$ cat config.mk
export PLATFORM = sky130hd
export DESIGN_NAME = uart_rx_fifo
export DESIGN_NICKNAME = d
export VERILOG_FILES = /design/src/rtl/uart_rx_fifo.sv
export SDC_FILE = /design/constraint.sdc
export NUM_CORES = 1
export LEC_CHECK = 0
export BUFFER_PORTS_ARGS = -buffer_cell sky130_fd_sc_hd__buf_2
export CAP_MARGIN = 20
export CORE_MARGIN = 10
export CORE_UTILIZATION = 48
export CTS_CLUSTER_DIAMETER = 100
export DETAILED_ROUTE_END_ITERATION = 12
export PLACE_DENSITY = 0.65
export SYNTH_ARGS = -nofsm -noshare
export SYNTH_HDL_FRONTEND = slang
export SYNTH_SLANG_ARGS = --single-unit
$ cat constraint.sdc
create_clock -name clk -period 3 [get_ports clk]
set_clock_uncertainty 0.2 [all_clocks]
set_input_delay 0.45 -clock clk [delete_from_list [all_inputs] [get_ports clk]]
set_output_delay 0.45 -clock clk [all_outputs]
set_load 0.05 [all_outputs]
$ cat src/rtl/uart_rx_fifo.sv
// rtl/uart_rx_fifo.sv - 8N1 UART receiver with first-word fall-through receive FIFO
module uart_rx_fifo #(
    parameter int CLKS_PER_BIT = 868,
    parameter int FIFO_DEPTH   = 4
) (
    input  logic       clk,
    input  logic       rst,
    input  logic       rx,
    input  logic       rd_en,
    input  logic       clr_err,
    output logic [7:0] rx_data,
    output logic       rx_valid,
    output logic       rx_full,
    output logic       overrun,
    output logic       frame_err
);
    localparam int CW = $clog2(CLKS_PER_BIT);
    localparam int AW = $clog2(FIFO_DEPTH);
    localparam logic [CW-1:0] HALF_M1 = CW'(CLKS_PER_BIT / 2 - 1);
    localparam logic [CW-1:0] FULL_M1 = CW'(CLKS_PER_BIT - 1);
    localparam logic [AW:0]   DEPTH   = (AW + 1)'(FIFO_DEPTH);

    typedef enum logic [1:0] {IDLE, START, DATA, STOP} state_t;

    state_t        state;
    logic [CW-1:0] cnt;
    logic [2:0]    bit_idx;
    logic [7:0]    shreg;

    logic rx_meta, rxs, rxs_prev;

    logic [7:0]    mem [FIFO_DEPTH];
    logic [AW-1:0] wr_ptr, rd_ptr;
    logic [AW:0]   count;

    logic stop_tick, push_req, push, pop, fifo_full, overrun_set, frame_set;

    // Synchronizer and edge-history flops idle high so reset never fakes a start edge.
    always_ff @(posedge clk) begin
        if (rst) begin
            rx_meta  <= 1'b1;
            rxs      <= 1'b1;
            rxs_prev <= 1'b1;
        end else begin
            rx_meta  <= rx;
            rxs      <= rx_meta;
            rxs_prev <= rxs;
        end
    end

    assign fifo_full   = (count == DEPTH);
    assign pop         = rd_en && (count != '0);
    assign stop_tick   = (state == STOP) && (cnt == FULL_M1);
    assign push_req    = stop_tick && rxs;
    assign push        = push_req && (!fifo_full || pop);
    assign overrun_set = push_req && fifo_full && !pop;
    assign frame_set   = stop_tick && !rxs;

    always_ff @(posedge clk) begin
        if (rst) begin
            state   <= IDLE;
            cnt     <= '0;
            bit_idx <= '0;
            shreg   <= '0;
        end else begin
            case (state)
                IDLE: begin
                    if (rxs_prev && !rxs) begin
                        state <= START;
                        cnt   <= '0;
                    end
                end
                START: begin
                    if (cnt == HALF_M1) begin
                        cnt     <= '0;
                        bit_idx <= '0;
                        state   <= rxs ? IDLE : DATA;
                    end else begin
                        cnt <= cnt + 1'b1;
                    end
                end
                DATA: begin
                    if (cnt == FULL_M1) begin
                        cnt            <= '0;
                        shreg[bit_idx] <= rxs;
                        if (bit_idx == 3'd7) begin
                            state <= STOP;
                        end else begin
                            bit_idx <= bit_idx + 3'd1;
                        end
                    end else begin
                        cnt <= cnt + 1'b1;
                    end
                end
                STOP: begin
                    // Leaving on the stop sample gives half a bit of slack before the next start edge.
                    if (cnt == FULL_M1) begin
                        cnt   <= '0;
                        state <= IDLE;
                    end else begin
                        cnt <= cnt + 1'b1;
                    end
                end
                default: state <= IDLE;
            endcase
        end
    end

    // When full, a same-cycle pop frees the slot at wr_ptr (== rd_ptr) being overwritten.
    always_ff @(posedge clk) begin
        if (push && !rst) begin
            mem[wr_ptr] <= shreg;
        end
    end

    always_ff @(posedge clk) begin
        if (rst) begin
            wr_ptr <= '0;
            rd_ptr <= '0;
            count  <= '0;
        end else begin
            if (push) begin
                wr_ptr <= wr_ptr + 1'b1;
            end
            if (pop) begin
                rd_ptr <= rd_ptr + 1'b1;
            end
            case ({push, pop})
                2'b10:   count <= count + 1'b1;
                2'b01:   count <= count - 1'b1;
                default: count <= count;
            endcase
        end
    end

    always_ff @(posedge clk) begin
        if (rst) begin
            overrun   <= 1'b0;
            frame_err <= 1'b0;
        end else begin
            overrun   <= overrun_set | (overrun & ~clr_err);
            frame_err <= frame_set | (frame_err & ~clr_err);
        end
    end

    assign rx_valid = (count != '0);
    assign rx_full  = fifo_full;
    assign rx_data  = rx_valid ? mem[rd_ptr] : 8'h00;
endmodule

Yosys cells after proc, flatten, opt, wreduce, memory -nomap -nowiden --
Memory sizes are Yosys's and may differ from the RTL's. A register that Yosys moved wholly into a read port is not among the register bits. Cells that the tools add are included.
Word-level totals: register bits after elaboration 35, memory bits (writable) 32, bits of input ports 5, output and inout port bits 12, logic and storage cells 88, memories 1
Memories:
- mem | depth 4, bits a word 8, read ports 1, clocked after memory_dff 1, wr ports 1, RTL line 32 | logic [7:0] mem [FIFO_DEPTH];
Cells by class: $add $sub $neg 6, order comparisons 2, eq/ne operators 15, mux-type cells 24, bitwise logic cells 5, reduce and logical (&&, ||, !) cells 23
Operators by type and width (number):
- two-way mux 10 bit | 3
- one-hot mux 10 bit (3 select lines) | 1
- two-way mux 2 bit | 8
- one-hot mux 3 bit (2 select lines) | 2
- adder 10 x 1 -> 10 bit, second input constant | 1
- == test 10 bit, second input constant | 1
- == test 10 x 9 -> 1 bit, second input constant | 1
- logical AND 1 bit | 10
- != test 2 bit, second input constant | 5
- two-way mux 3 bit | 3
- bitwise mux 8 bit | 1
- two-way mux 8 bit | 1
- one-hot mux 2 bit (4 select lines) | 1
- adder 3 x 1 -> 3 bit, second input constant | 2
- == test 2 bit, second input constant | 3
- == test 3 bit, second input constant | 2
- AND reduction 5 bit | 1
- adder 2 x 1 -> 2 bit, second input constant | 2
- == test 2 x 1 -> 1 bit, second input constant | 2
- zero test 1 bit | 4
- < comparator 3 x 4 -> 1 bit, second input constant | 1
- AND reduction 4 bit | 1
- nonzero test 2 bit | 2
- demux 1 bit (select 3 bit) | 1
- other kinds (12) | 16

Longest topological paths before layout --
Gate-level depths: netlist (run 1).
depth in word-level cells 7, depth in mapped cells 9, gate-level depth less buffers 8

Worst setup path before layout (run 1) --
OpenSTA, ideal clock, no wires.
path kind register -> output, start point reg (tool-made name), end point out rx_data[0], arrival 1733 ps, required time 2350 ps, path slack 617 ps, stages on the path, launching flop included 4, path buffers 1, path through dfxtp_1 > clkbuf_1 > mux4_2 > nor2b_1
RTL lines:
- to (decl) | RTL line 11 | output logic [7:0] rx_data,

Worst setup path in the final report (run 1) --
start point reg cnt[0], end point mem mem[0][2], enable pin
On the way: cells in the longest elaborated chain, start to end 7
Ends and longest elaborated chain:
- from (decl) | RTL line 26 | logic [CW-1:0] cnt;
- from (signal assigned) | RTL line 79 | cnt <= cnt + 1'b1;
- from (signal assigned) | RTL line 92 | cnt <= cnt + 1'b1;
- from (signal assigned) | RTL line 101 | cnt <= cnt + 1'b1;
- == test 10 bit | RTL line 53 | assign stop_tick = (state == STOP) && (cnt == FULL_M1);
- logical AND 1 bit | RTL line 53
- logical AND 1 bit | RTL line 54 | assign push_req = stop_tick && rxs;
- logical AND 1 bit | RTL line 55 | assign push = push_req && (!fifo_full || pop);
- logical AND 1 bit | RTL line 111 | if (push && !rst) begin
- two-way mux 1 bit | RTL line 111
- two-way mux 1 bit (implied by the code) | RTL line 112 | mem[wr_ptr] <= shreg;
- to (decl) | RTL line 32
No other way between the ends.

==> flow_summary.ini, run 1 <==
[clocking]
clock_path_buffers = 2
clock_latency_ns = 0.35
postCtsSetupBuffers = 0
clk_pin_slew_worst_paths_ns = 0.07
clock-sinks = 69
cts_tree = done
root_buffer = clkbuf_8
ctsHoldBuffers = 0
htreeDepth = 3
cts_made_buffers = 9
ctsResizeCount = 0

[critical_path]
cp.arrival_ns = 2.40
cpPeakStageDelay_ns = 0.46
path_delay_family = simple AND/OR/NAND/NOR gates
critPathMaxFanout = 8
r2r_slack_ns = 0.40
critPathBufInv = 0
reg2reg_from = cnt[0]$_SDFFE_PP0N_
endpoint_kind = register
cp.required_ns = 2.80
path_cells = ha_1, nand4b_1, nor3_1, nand3_1, nor3_1, and2_1
crit_slowest_cell = and2_1
crit_path_frequent_cell = nor3_1
crit_type = register to register
startpoint_type = register
startpoint = cnt[0]$_SDFFE_PP0N_

[sta]
worst_slew_margin_rel_pct = 50.8
slew_violations = 0
rsz0062_at_grt = no
fin_crit_sh_pct = 86.6
period_minus_slack_ns = 2.60
fmax_mhz = 385
worst_slew_pin_slew_ns = 0.734
fin_setup_tns_ns = 0
final-setup-viol-count = 0
hold_violations = 0

[grt]
grt_busiest_layer = met2
grt_max_degree = 15
met3_usage_pct = 3.54
grt_overflow_total = 0
antenna_found_initial = 0
grt_usage_pct = 12.1
grt_pass1_wl_um = 9670
grt_pass1_vias = 1998
grt_use_met2_pct = 19.4
grtUsageMet1_pct = 14.0

[min_path]
worst_hold_path_type = input pin to register
min_from = rx

[die]
core_um2 = 6390
dieWidth_um = 101
ios = 17
die_height_um = 101
initial_utilization_pct = 49.8
die_area_um2 = 10300
num_rows = 29

[routing]
vias = 2108
via_per_inst = 5.55
drtIter0Drc = 100
drc = 0
wl_um = 5950
postRouteAntennaNets = 0
post_drt_wl_per_cell_um = 15.7
dr.pass1.iters = 4

[cells_and_area]
nets = 312
n_fill_cell = 571
antennaDiodeCount = 0
syn_to_final_growth_pct = 10.2
drive_above_1_share_pct = 17.2
layout_common_cells = dfxtp_1 (37), edfxtp_1 (32), nand2_1 (25)
final_common_cell = dfxtp_1

[logic_synthesis]
async_flop_share_pct = 0
yosysWarnings = 0
ys.flop_type = dfxtp_1
ys_seq_area_share_pct = 53.5
synth-edff-count = 32
synth_seq_cells = 69
synth_area_um2 = 3180
syn_inst = 280
synth_fp_nets = 294
synth_cell_type_count = 51
yosys.area.top_type = edfxtp_1
avgSynthCellArea_um2 = 11.4
yosys.area.top_type_share_pct = 30.2
yosys-top-cells-area = edfxtp_1 (30%), dfxtp_1 (23%), mux4_2 (5.7%), mux2i_1 (3.5%), ha_1 (3.1%)

[place]
place_hpwl_um = 4260
io_buffer_count = 16
place_congestion = 0.845

[power]
power.total_mw = 1.82
peakVddDrop_uv = 355
p_per_area_nw_per_um2 = 521
leakagePower_nw = 1.38

[run]
max_cap_viol_count = 0

[outcome]
outcome = completed
==> power breakdown <==
| part | internal (mW) | switching [mW] | total (mW) | leakage [nW] |
|---|---|---|---|---|
| clock network | 0.434 | 0.365 | 0.800 | 0.101 |
| registers | 0.978 | 0.00540 | 0.983 | 0.671 |
| logic | 0.0155 | 0.0245 | 0.0401 | 0.606 |
==> worst reg2reg max path, stage by stage, from the launching register on <==
cell and delay (ns):
dfxtp_1 0.41, ha_1 0.28, nand4b_1 0.16, nor3_1 0.20, nand3_1 0.17, nor3_1 0.40
and2_1 0.46
==> worst paths after layout <==
check                                            to  cells after the start
worst max-delay path            mem[0][2]$_DFFE_PP_                      6
worst min-delay path             rx_meta$_SDFF_PP1_                      2
worst max register to register  mem[0][2]$_DFFE_PP_                      6
worst min register to register       rxs$_SDFF_PP1_                      1
==> metrics by stage <==
step / utilization (%) / std cells / hold slack, ns / worst slack, ns / instance area [um2]
CTS: 54.8 / 380 / 0.0658 / 0.368 / 3500
global route: 54.8 / 380 / 0.0868 / 0.158 / 3500
detailed placement: 51.5 / 364 / 0.199 / 0.394 / 3290
global placement: 51.5 / 364 / 0.193 / 0.471 / 3290
finish: 54.8 / 380 / 0.0794 / 0.401 / 3500
floorplan: - / 280 / 0.189 / 0.617 / 3180
==> final cells by class <==
cell class	count	area (um2)	share of cell area, %
Clock buffer	11	153	4.36
Clock inverter	5	58.8	1.68
Inverter	12	45.0	1.29
Multi-Input combinational cell	186	1340	38.2
Sequential cell	69	1700	48.6
Tap cell	77	96.3	2.75
Timing Repair Buffer	20	110	3.15
==> layer usage <==
metal  up-vias  part of all wire, %
met4         0                  2.1
met5         -                    0
li1       1066                    -
met2        39                   48
met3        10                  3.9
met1       993                   46
==> synth_stat cells, drive strengths merged, types with 2 or more instances <==
library cell / instances
or3b: 3
edfxtp: 32
or2: 2
a21oi: 11
a22oi: 2
nor2: 16
xnor2: 3
or4: 3
or3: 3
a21o: 2
and4b: 2
xor2: 2
ha: 8
nor3: 6
a2bb2oi: 2
nand3: 18
nand4: 4
nand4b: 2
a22o: 3
nor4: 2
dfxtp: 37
buf: 3
and2: 6
nand2: 25
mux2i: 11
a41oi: 2
inv: 12
nand2b: 2
mux4: 8
and3: 3
o21ai: 6
a31oi: 4
nor2b: 14
clkbuf: 10
==> kinds of logic (layout without fill, tap and decap cells) <==
kind of cell / count (synthesis) / in the layout / synth area share (%)
AOI/OAI and AO/OA: 37 / 37 / 7.68
xor gates and xnor gates: 5 / 5 / 1.38
adders and majority gates: 9 / 9 / 3.78
buffers and inverters: 25 / 48 / 4.41
DFF: 69 / 69 / 53.5
muxes: 19 / 19 / 9.13
and+or+nand+nor: 116 / 116 / 20.1
==> flip-flops by register name, summed over array words and instances, names as in the netlist, named ones only <==
| name | cells |
|---|---|
| rd_ptr | 2 |
| rxs | 1 |
| frame_err | 1 |
| count | 3 |
| bit_idx | 3 |
| mem | 32 |
| rx_meta | 1 |
| wr_ptr | 2 |
| state | 1 |
| rxs_prev | 1 |
| overrun | 1 |
| shreg | 8 |
| cnt | 10 |
Note: power is estimated with default switching activity, not from simulation.
==> run 2, diff against run 1 <==
--- a/config.mk
+++ b/config.mk
@@ -11,6 +11,7 @@
 export CORE_UTILIZATION = 48
 export CTS_CLUSTER_DIAMETER = 100
 export DETAILED_ROUTE_END_ITERATION = 12
+export HOLD_SLACK_MARGIN = 0.1
 export PLACE_DENSITY = 0.65
 export SYNTH_ARGS = -nofsm -noshare
 export SYNTH_HDL_FRONTEND = slang
==> flow_summary.ini, run 2 (same netlist as run 1, synthesis figures left out) <==
[outcome]
outcome = completed

[min_path]
worst_hold_path_type = input pin to register
whs_path_depth = 2

[place]
placed_area_um2 = 3290
place_ws_ns = 0.394
io_buffer_count = 16
place_congestion = 0.845
place_hpwl_um = 4260

[clocking]
clk_pin_slew_worst_paths_ns = 0.08
htreeDepth = 3
cts_tree = done
postCtsSetupBuffers = 0
clock_latency_ns = 0.35
root_buffer = clkbuf_8
clock-sinks = 69
ctsHoldBuffers = 1
clock_path_buffers = 2
ctsResizeCount = 0
cts_made_buffers = 9

[sta]
hold_violations = 0
fmax_mhz = 385
fin_crit_sh_pct = 86.7
worst_slack_ns = 0.400
rsz0062_at_grt = no
worst_slew_margin_rel_pct = 50.6
period_minus_slack_ns = 2.60
slew_violations = 0
final-setup-viol-count = 0
worst_slew_pin_slew_ns = 0.737
fin_setup_tns_ns = 0

[power]
peakVddDrop_uv = 357
leakagePower_nw = 1.38
power.total_mw = 1.82
p_per_area_nw_per_um2 = 519

[cells_and_area]
drive_above_1_share_pct = 17.1
antennaDiodeCount = 0
multi_input_area_um2 = 1340
n_fill_cell = 570
regArea_um2 = 1700
regMostFlops = mem
postLayoutCellArea_um2 = 3510
layout_common_cells = dfxtp_1 (37), edfxtp_1 (32), nand2_1 (25)
nets = 313
final_common_cell = dfxtp_1
reg_top3 = mem x32, cnt x10, shreg x8
largest_reg_flops = 32
syn_to_final_growth_pct = 10.5
final_util_pct = 55.0

[die]
die_area_um2 = 10300
num_rows = 29
ios = 17
core_um2 = 6390
initial_utilization_pct = 49.8
die_height_um = 101
dieWidth_um = 101

[routing]
vias = 2126
drtIter0Drc = 105
via_per_inst = 5.58
post_drt_wl_per_cell_um = 15.7
drc = 0
wl_um = 6000
dr.pass1.iters = 4
postRouteAntennaNets = 0

[grt]
grt_usage_pct = 12.1
grt_max_degree = 15
grt_pass1_vias = 1998
grt_pass1_wl_um = 9670
grt_overflow_total = 0
antenna_found_initial = 0

[critical_path]
cp.arrival_ns = 2.41
r2r_cells = 6
critPathMaxFanout = 8
cp.required_ns = 2.81
crit_type = register to register
endpoint_kind = register
startpoint_type = register

[run]
max_cap_viol_count = 0
-- run 2: changes by cell type in the layout (fill, tap and decap cells not counted) --
| cell | before | now |
|---|---|---|
| dlygate4sd3_1 | 0 | 1 |
-- run 2: path summary, 6_finish.rpt --
path	from	end	slack, ns
max	cnt[0]$_SDFFE_PP0N_	mem[0][2]$_DFFE_PP_	0.40
min	rst	bit_idx[0]$_SDFFE_PP0P_	0.19
max reg2reg	cnt[0]$_SDFFE_PP0N_	mem[0][2]$_DFFE_PP_	0.40
min reg2reg	rx_meta$_SDFF_PP1_	rxs$_SDFF_PP1_	0.22
-- run 2: metrics by stage --
stage / instances / hold WS, ns
after floorplan: 280 / 0.189
after global placement: 364 / 0.193
after detailed placement: 364 / 0.199
after CTS: 381 / 0.180
after global routing: 381 / 0.201
final: 381 / 0.192
-- run 2: final cells by class --
type	count	share of cell area, %
Sequential cell	69	48.5
Multi-Input combinational cell	186	38.1
Clock buffer	11	4.35
Timing Repair Buffer	21	3.42
Tap cell	77	2.74
Clock inverter	5	1.67
Inverter	12	1.28
-- run 2: layer usage --
metal	vias up	part of all wire [%]	GRT usage, %
met5	-	0	0
met4	0	2.1	6.97
met3	12	4.0	3.54
met2	40	48	19.4
met1	1007	46	14.0
li1	1067	-	-
-- run 2: report_power, final --
part           internal [mW]  switching [mW]
Sequential             0.978         0.00542
Combinational         0.0164          0.0249
Clock                  0.434           0.364
Total                   1.43           0.394
-- run 2: critical path, stage by stage, from the launching register on --
cell and delay (ns):
dfxtp_1 0.40, ha_1 0.28, nand4b_1 0.15, nor3_1 0.20
nand3_1 0.17, nor3_1 0.40, and2_1 0.46
